==> config.mk <==
export PLATFORM = sky130hd
export DESIGN_NAME = bfp_block_mac_flat
export DESIGN_NICKNAME = d
export VERILOG_FILES = /design/src/rtl/bfp_pkg.sv /design/src/rtl/bfp_block_mac_if.sv /design/src/rtl/bfp_fp32_normalizer.sv /design/src/rtl/bfp_block_mac.sv /design/src/flat_wrapper.sv
export SDC_FILE = /design/constraint.sdc
export NUM_CORES = 2
export LEC_CHECK = 0
export ABC_AREA = 1
export ABC_CLOCK_PERIOD_IN_PS = 14600
export CAP_MARGIN = 15
export CORE_ASPECT_RATIO = 0.9
export CORE_MARGIN = 3
export CORE_UTILIZATION = 50
export DETAILED_ROUTE_END_ITERATION = 6
export DONT_BUFFER_PORTS = 1
export SYNTH_ARGS = -nofsm -noshare
export SYNTH_HDL_FRONTEND = slang
export SYNTH_SLANG_ARGS = --single-unit
==> constraint.sdc <==
create_clock -name clk -period 14.6 [get_ports clk]
set_input_delay 4.38 -clock clk [delete_from_list [all_inputs] [get_ports clk]]
set_output_delay 4.38 -clock clk [all_outputs]
set_load 0.01 [all_outputs]
==> src/rtl/bfp_pkg.sv <==
// Shared types and FP32 constants for the BFP block MAC.
// Holds the FSM state enum used by bfp_block_mac.
package bfp_pkg;

  localparam int FP32_W      = 32;
  localparam int FP32_FRAC_W = 23;
  localparam int FP32_EXP_W  = 8;
  localparam int FP32_BIAS   = 127;

  localparam logic [FP32_W-1:0] FP32_INF = 32'h7F80_0000;

  typedef enum logic [1:0] {
    IDLE,
    ACCUM,
    CONVERT,
    OUTPUT
  } bfp_mac_state_t;

endpackage

==> src/rtl/bfp_block_mac_if.sv <==
// Beat input and FP32 result handshake bundle for bfp_block_mac.
// master: beat producer / result consumer; slave: the MAC.
interface bfp_block_mac_if #(
  parameter int LANES  = 4,
  parameter int MANT_W = 8,
  parameter int EXP_W  = 8
);

  logic                      in_valid;
  logic                      in_ready;
  logic                      in_last;
  logic [EXP_W-1:0]          in_exp_a;
  logic [EXP_W-1:0]          in_exp_b;
  logic [LANES*MANT_W-1:0]   in_mant_a;
  logic [LANES*MANT_W-1:0]   in_mant_b;
  logic                      out_valid;
  logic                      out_ready;
  logic [31:0]               out_result;
  logic                      out_overflow;

  modport master (
    output in_valid, in_last, in_exp_a, in_exp_b,
    output in_mant_a, in_mant_b, out_ready,
    input  in_ready, out_valid, out_result, out_overflow
  );

  modport slave (
    input  in_valid, in_last, in_exp_a, in_exp_b,
    input  in_mant_a, in_mant_b, out_ready,
    output in_ready, out_valid, out_result, out_overflow
  );

endinterface

==> src/rtl/bfp_fp32_normalizer.sv <==
// Combinational signed fixed-point (acc x 2^acc_exp) to FP32 packer.
// Ports: acc, acc_exp in; result (FP32), overflow out. BFP_MAC_RNE_EN: RNE.
module bfp_fp32_normalizer
  import bfp_pkg::*;
#(
  parameter int ACC_W = 32,
  parameter int EW    = 10
) (
  input  logic signed [ACC_W-1:0] acc,
  input  logic signed [EW-1:0]    acc_exp,
  output logic [FP32_W-1:0]       result,
  output logic                    overflow
);

  localparam int E_MAX = (1 << FP32_EXP_W) - 2;

  logic                   sign;
  logic [ACC_W-1:0]       mag;
  logic [ACC_W-1:0]       norm;
  logic [ACC_W+23:0]      ext;
  logic [FP32_FRAC_W-1:0] frac;
  int                     p;
  int                     e;
`ifdef BFP_MAC_RNE_EN
  logic [FP32_FRAC_W:0]   rnd;
`endif

  always_comb begin
    sign = acc[ACC_W-1];
    mag  = sign ? -acc : acc;
    p    = 0;
    for (int i = 0; i < ACC_W; i++) begin
      if (mag[i]) p = i;
    end
    // leading one moved to the MSB; the bits under it form the fraction
    norm = mag << (ACC_W - 1 - p);
    ext  = {norm, 24'd0};
    frac = FP32_FRAC_W'(ext >> ACC_W);
    e    = int'(acc_exp) + p + FP32_BIAS;
`ifdef BFP_MAC_RNE_EN
    rnd = '0;
    if (ext[ACC_W-1] && ((|ext[ACC_W-2:0]) || frac[0])) begin
      rnd  = {1'b0, frac} + 1'b1;
      frac = rnd[FP32_FRAC_W-1:0];
      if (rnd[FP32_FRAC_W]) e = e + 1;
    end
`endif
    result   = '0;
    overflow = 1'b0;
    if (mag == '0) begin
      result = '0;
    end else if (e > E_MAX) begin
      result   = FP32_INF | {sign, 31'd0};
      overflow = 1'b1;
    end else if (e < 1) begin
      result = {sign, 31'd0};
    end else begin
      result = {sign, FP32_EXP_W'(e), frac};
    end
  end

endmodule

==> src/rtl/bfp_block_mac.sv <==
// BFP block dot-product accumulator with FP32 group result output.
// Ports: clk, rst_n, bus (slave). Optional BFP_MAC_RNE_EN rounding.
module bfp_block_mac
  import bfp_pkg::*;
#(
  parameter int LANES    = 4,
  parameter int MANT_W   = 8,
  parameter int EXP_W    = 8,
  parameter int EXP_BIAS = 127,
  parameter int ACC_W    = 32
) (
  input logic            clk,
  input logic            rst_n,
  bfp_block_mac_if.slave bus
);

  localparam int PW = 2 * MANT_W + $clog2(LANES);
  localparam int EW = EXP_W + 2;

  localparam logic signed [ACC_W:0] SMAX =
    {2'b00, {(ACC_W-1){1'b1}}};
  localparam logic signed [ACC_W:0] SMIN = -SMAX;

  generate
    if (ACC_W < PW) begin : g_acc_chk
      $error("ACC_W too narrow for the lane product sum");
    end
  endgenerate

  bfp_mac_state_t state, nxt;

  logic                    accept;
  logic signed [PW-1:0]    psum_c;
  logic signed [EW-1:0]    pexp_c;
  logic                    p_valid;
  logic                    p_first;
  logic signed [PW-1:0]    p_sum;
  logic signed [EW-1:0]    p_exp;
  logic signed [ACC_W-1:0] acc;
  logic signed [EW-1:0]    acc_exp;
  logic                    ovf;
  logic signed [ACC_W-1:0] p_ext;
  logic signed [ACC_W-1:0] a_sh;
  logic signed [ACC_W-1:0] b_sh;
  logic signed [ACC_W-1:0] acc_n;
  logic signed [EW-1:0]    exp_n;
  logic signed [EW:0]      dexp;
  logic signed [ACC_W:0]   sum;
  logic                    of_c;
  int                      sh;
  logic [31:0]             n_res;
  logic                    n_ovf;
  logic [31:0]             res_q;
  logic                    ovf_q;

  assign bus.in_ready = (state == IDLE) || (state == ACCUM);
  assign bus.out_valid = (state == OUTPUT);
  assign bus.out_result = res_q;
  assign bus.out_overflow = ovf_q;
  assign accept = bus.in_valid & bus.in_ready;

  always_comb begin
    logic signed [2*MANT_W-1:0] ma, mb, pr;
    psum_c = '0;
    for (int i = 0; i < LANES; i++) begin
      ma = (2*MANT_W)'(signed'(bus.in_mant_a[i*MANT_W +: MANT_W]));
      mb = (2*MANT_W)'(signed'(bus.in_mant_b[i*MANT_W +: MANT_W]));
      pr = ma * mb;
      psum_c = psum_c + PW'(pr);
    end
    pexp_c = EW'(bus.in_exp_a) + EW'(bus.in_exp_b)
           - EW'(2 * EXP_BIAS);
  end

  // align to the larger exponent, then saturating add
  always_comb begin
    p_ext = ACC_W'(p_sum);
    dexp  = (EW+1)'(p_exp) - (EW+1)'(acc_exp);
    sh    = (dexp > 0) ? int'(dexp) : -int'(dexp);
    if (sh > ACC_W - 1) sh = ACC_W - 1;
    if (dexp > 0) begin
      a_sh  = acc >>> sh;
      b_sh  = p_ext;
      exp_n = p_exp;
    end else begin
      a_sh  = acc;
      b_sh  = p_ext >>> sh;
      exp_n = acc_exp;
    end
    sum   = (ACC_W+1)'(a_sh) + (ACC_W+1)'(b_sh);
    of_c  = 1'b0;
    acc_n = sum[ACC_W-1:0];
    if (sum > SMAX) begin
      acc_n = SMAX[ACC_W-1:0];
      of_c  = 1'b1;
    end else if (sum < SMIN) begin
      acc_n = SMIN[ACC_W-1:0];
      of_c  = 1'b1;
    end
  end

  always_comb begin
    nxt = state;
    unique case (state)
      IDLE:    if (accept) nxt = bus.in_last ? CONVERT : ACCUM;
      ACCUM:   if (accept && bus.in_last) nxt = CONVERT;
      CONVERT: if (!p_valid) nxt = OUTPUT;
      OUTPUT:  if (bus.out_ready) nxt = IDLE;
      default: nxt = IDLE;
    endcase
  end

  always_ff @(posedge clk or negedge rst_n) begin
    if (!rst_n) state <= IDLE;
    else        state <= nxt;
  end

  always_ff @(posedge clk or negedge rst_n) begin
    if (!rst_n) begin
      p_valid <= 1'b0;
      p_first <= 1'b0;
      p_sum   <= '0;
      p_exp   <= '0;
      acc     <= '0;
      acc_exp <= '0;
      ovf     <= 1'b0;
      res_q   <= '0;
      ovf_q   <= 1'b0;
    end else begin
      p_valid <= accept;
      if (accept) begin
        p_sum   <= psum_c;
        p_exp   <= pexp_c;
        p_first <= (state == IDLE);
      end
      if (p_valid) begin
        if (p_first) begin
          acc     <= p_ext;
          acc_exp <= p_exp;
        end else begin
          acc     <= acc_n;
          acc_exp <= exp_n;
          ovf     <= ovf | of_c;
        end
      end
      // convert only once the last product has been folded in
      if (state == CONVERT && !p_valid) begin
        res_q <= n_res;
        ovf_q <= ovf | n_ovf;
      end
      if (state == OUTPUT && bus.out_ready) ovf <= 1'b0;
    end
  end

  bfp_fp32_normalizer #(
    .ACC_W(ACC_W),
    .EW   (EW)
  ) u_norm (
    .acc     (acc),
    .acc_exp (acc_exp),
    .result  (n_res),
    .overflow(n_ovf)
  );

endmodule

==> src/flat_wrapper.sv <==
// flat-port wrapper written by rule: the top's interface ports become plain ports
module bfp_block_mac_flat import bfp_pkg::*;
#(
  parameter int LANES    = 4,
  parameter int MANT_W   = 8,
  parameter int EXP_W    = 8,
  parameter int EXP_BIAS = 127,
  parameter int ACC_W    = 32
)
  (clk, rst_n, bus_in_valid, bus_in_last, bus_in_exp_a, bus_in_exp_b, bus_in_mant_a, bus_in_mant_b, bus_out_ready, bus_in_ready, bus_out_valid, bus_out_result, bus_out_overflow);
  bfp_block_mac_if #(.LANES(LANES), .MANT_W(MANT_W), .EXP_W(EXP_W)) bus_i ();
  input logic clk;
  input logic rst_n;
  input wire logic [$bits(bus_i.in_valid)-1:0] bus_in_valid;
  input wire logic [$bits(bus_i.in_last)-1:0] bus_in_last;
  input wire logic [$bits(bus_i.in_exp_a)-1:0] bus_in_exp_a;
  input wire logic [$bits(bus_i.in_exp_b)-1:0] bus_in_exp_b;
  input wire logic [$bits(bus_i.in_mant_a)-1:0] bus_in_mant_a;
  input wire logic [$bits(bus_i.in_mant_b)-1:0] bus_in_mant_b;
  input wire logic [$bits(bus_i.out_ready)-1:0] bus_out_ready;
  output wire logic [$bits(bus_i.in_ready)-1:0] bus_in_ready;
  output wire logic [$bits(bus_i.out_valid)-1:0] bus_out_valid;
  output wire logic [$bits(bus_i.out_result)-1:0] bus_out_result;
  output wire logic [$bits(bus_i.out_overflow)-1:0] bus_out_overflow;
  assign bus_i.in_valid = bus_in_valid;
  assign bus_i.in_last = bus_in_last;
  assign bus_i.in_exp_a = bus_in_exp_a;
  assign bus_i.in_exp_b = bus_in_exp_b;
  assign bus_i.in_mant_a = bus_in_mant_a;
  assign bus_i.in_mant_b = bus_in_mant_b;
  assign bus_i.out_ready = bus_out_ready;
  assign bus_in_ready = bus_i.in_ready;
  assign bus_out_valid = bus_i.out_valid;
  assign bus_out_result = bus_i.out_result;
  assign bus_out_overflow = bus_i.out_overflow;
  bfp_block_mac #(.LANES(LANES), .MANT_W(MANT_W), .EXP_W(EXP_W), .EXP_BIAS(EXP_BIAS), .ACC_W(ACC_W)) u_core (.clk(clk), .rst_n(rst_n), .bus(bus_i));
endmodule
==> metrics list <==
- The run finished with clean final reports.
- Post-CTS Hold Buffers: 0
- The area growth from synthesis to layout is 2.04%.
- Overall track demand over capacity in global routing: 28.3%
* Remaining global-route overflow: 0
* Number of distinct library cells after synthesis: between 60 and 70
- Non-filler instance count after layout: 4042
- Level count of the clock H-tree: 3
- Relative slew slack: 18.5%
* Site Rows: 76
- Net count of the mapped netlist: 4140
- Final setup vio count: 0
* Antenna Nets Post-Route: 0
- Post-synthesis instance area: 24800 um^2
- In the finished design, the share of the clock period the worst path needs comes to around three quarters.
* Number of vias in the routed layout: 22000
- Max Fanout on Critical Path: 60
* Proportion of layout cells with a drive suffix above 1: about 3.7%
- Type of the worst setup path: register to register
* Sink Count: 108
* Clock transition at the register clock pins on the worst setup and hold paths after CTS: ~80 ps
* Number of global-route vias before repair: about 22000
- For this block, the routed nets add up to 71.9 mm of wire.
* Delay of the slowest critical-path stage: approximately 960 ps
- Final Hold Fails: 0
* Average cell area after synthesis: 6.98 um^2
- Cell type of the slowest stage on the worst timing path: nor2_1
- Unrepaired setup endpoints after global routing: no
- Worst setup EP type: register
- At the later pin of the worst-skew pair, clock insertion delay measures 360 ps.
* Average detailed-routed wire length per instance: 17.8 um
- Ys flop type: dfrtp_1
- The worst path needs between 10000 and 15000 ps of the cycle, external delays included.
- Buffers inserted during clock tree synthesis total 9.
* Detailed Routing Iterations Pass 1: 5
- Gates resized during post-CTS repair numbered 0.
- The kind of cell with the highest combined delay along the critical path is compound AO/OA/AOI/OAI gates.
* DIE WIDTH: 241 um
* Sum Neg Setup Slack: 0 ps
- Number of synthesis warnings: 0
- Once the floorplan was initialized, standard cells occupied about half of the core.
* Vert. Die Dim: 217 um
- The first global-routing pass estimated 118 mm of wire.
* Fraction of registers with async set/reset: 100%
* Gate count after technology mapping: about 3600
- Routability-driven placement finished with a final weighted congestion of ~0.96.
* Residual DRC: 0
- 120 I/O pins were placed.
- Max-slew violation count: 0
- Most numerous cell on the critical path: a21oi_1
- Average via count per standard cell: 5.44
- No sink is reached through more buffers than the 2 on the longest clock path.
* Number of enable-type register cells in the synthesized netlist: 0
- Arrival time of data at the critical path endpoint: 11410 ps
- For the pin with the worst max-slew slack, the measured transition is 1220 ps.
- Required time of the critical path: 14830 ps
* Largest net degree at the start of global routing: around 110
- With fillers left out, the area of the finished cells amounts to 25300 um^2.
- Cell at the root of the clock tree: clkbuf_16
- The number of buffers and inverters on the critical path is 11.
- The tool flagged a number of max-cap violations equal to 0.
* Count of port buffers added during placement: 0
* Post-CTS setup-driven buffer insertion count: 0
- Die Footprint: 52300 um^2
- Number of cells in the design after placement: between 4000 and 5000
* Core ar.: 48400 um^2
* Iteration-0 DRC Markers: about 1500
* Highest attainable clock frequency: roughly 89 MHz
- The min-delay analysis places its worst path in the category register to register.
- The wire-length estimate of the detail-placed layout is 60.5 mm.
- Antenna violations before repair: 0
* Synthesized flop and latch total: ~110
- For this run, the register share of the synthesized area comes to 10.9%.
- After detailed placement, the total cell area comes to between 20000 and 30000 um^2.
- Number of nets in the final layout: 4002
- The clock arrives with 11.8 ps of skew.
* Final core utilization: between 50% and 60%
* CTS tree: built
- STA classifies the critical path startpoint as a register.
- Layout fillers: around 5000
- The number of antenna diodes in the final layout is 0.
state kept, by name, summed over array words and instances, names as in the netlist:
name	flops
u_core.acc	32
u_core.bus.out_result	32
u_core.p_sum	18
u_core.acc_exp	10
u_core.p_exp	10
u_core.state	2
u_core.bus.out_overflow	1
u_core.ovf	1
u_core.p_first	1
u_core.p_valid	1
metal layers:
metal / share of wire (%) / vias up / GRT usage [%]
li1: - / 10600 / -
met1: 40 / 10700 / 35.1
met2: 53 / 542 / 52.5
met3: 4.2 / 95 / 2.58
met4: 2.9 / 0 / 7.39
met5: 0 / - / 0
kinds of logic (layout without fill, tap and decap cells):
group / after synthesis / after routing / synth area share (%)
mux: 10 / 10 / 0.403
flops: 108 / 108 / 10.9
simple gates: 1436 / 1436 / 24.5
compound gates: 484 / 484 / 11.1
xor+xnor: 109 / 109 / 4.00
fa+ha+maj: 503 / 503 / 35.1
buf+inv: 902 / 768 / 14.0
worst register-to-register path: cells and delay by family, from the launching register on:
kind | cells | cell delay (ps)
and+or+nand+nor | 17 | 2790
AOI/OAI and AO/OA | 20 | 4040
xor gates and xnor gates | 3 | 890
buffers and inverters | 11 | 2120
DFF | 1 | 390
adders and majority gates | 3 | 850
cell type report:
type / instances / area (um^2) / area share, %
repair buffers: 19 / 143 / 0.563
flip-flops and latches: 108 / 2700 / 10.7
well taps: 624 / 781 / 3.08
multi-input cells: 2542 / 18600 / 73.7
inverters: 734 / 2760 / 10.9
clock buffers: 11 / 253 / 0.998
clock inverters: 4 / 31.3 / 0.124
synth_stat cells, types with 40 or more instances:
cell type | number | share of area (%)
o21ai_1 | 80 | 1.6
o21ai_0 | 170 | 3.4
dfrtp_1 | 108 | 11
clkbuf_1 | 116 | 1.8
ha_1 | 181 | 9.1
fa_1 | 322 | 26
o211ai_1 | 40 | 1.2
nor2_1 | 139 | 2.1
xor2_1 | 77 | 2.7
a21oi_1 | 114 | 2.3
nand2_1 | 921 | 14
nand3_1 | 256 | 5.2
inv_1 | 709 | 11
cell usage in the layout, fill, tap and decap left out, types with 4 or more instances in the layout:
cell	count
nand2_1	921
inv_1	709
fa_1	322
nand3_1	256
ha_1	180
o21ai_0	169
nor2_1	138
a21oi_1	114
dfrtp_1	108
o21ai_1	81
xor2_1	77
o211ai_1	40
xnor2_1	27
or2_2	22
inv_2	20
a22oi_1	20
buf_4	19
nand4_1	18
or2_1	14
nor4_1	12
o21bai_1	11
nor3_1	11
mux2i_1	10
a31oi_1	9
clkbuf_16	9
nand2_2	8
o21ai_2	7
or2_0	7
nor2_2	7
nand3b_1	6
nor2_4	5
o22ai_1	5
xor2_2	4
a21oi_2	4
worst paths after layout:
check	start	end	slack, ps	depth (start not counted)
min	u_core.acc_exp[2]	u_core.acc_exp[2]	490	2
min reg2reg	u_core.acc_exp[2]	u_core.acc_exp[2]	490	2
min in group asynchronous	rst_n	u_core.acc[25]	3710	0
max	u_core.p_exp[2]	u_core.ovf	3420	54
max in group asynchronous	rst_n	u_core.p_exp[2]	10720	0
max reg2reg	u_core.p_exp[2]	u_core.ovf	3420	54
stage by stage:
| step | hold WS, ps | setup WS, ps |
|---|---|---|
| final | 491 | 3420 |
| after global routing | 514 | 2510 |
| after CTS | 492 | 3590 |
| after detailed placement | 473 | 3240 |
| after global placement | 467 | 3280 |
| after floorplan | 452 | 3570 |
Power is left out: the tool's default activity adds up to more than one toggle a clock period on the data nets, which glitch-free logic cannot reach.
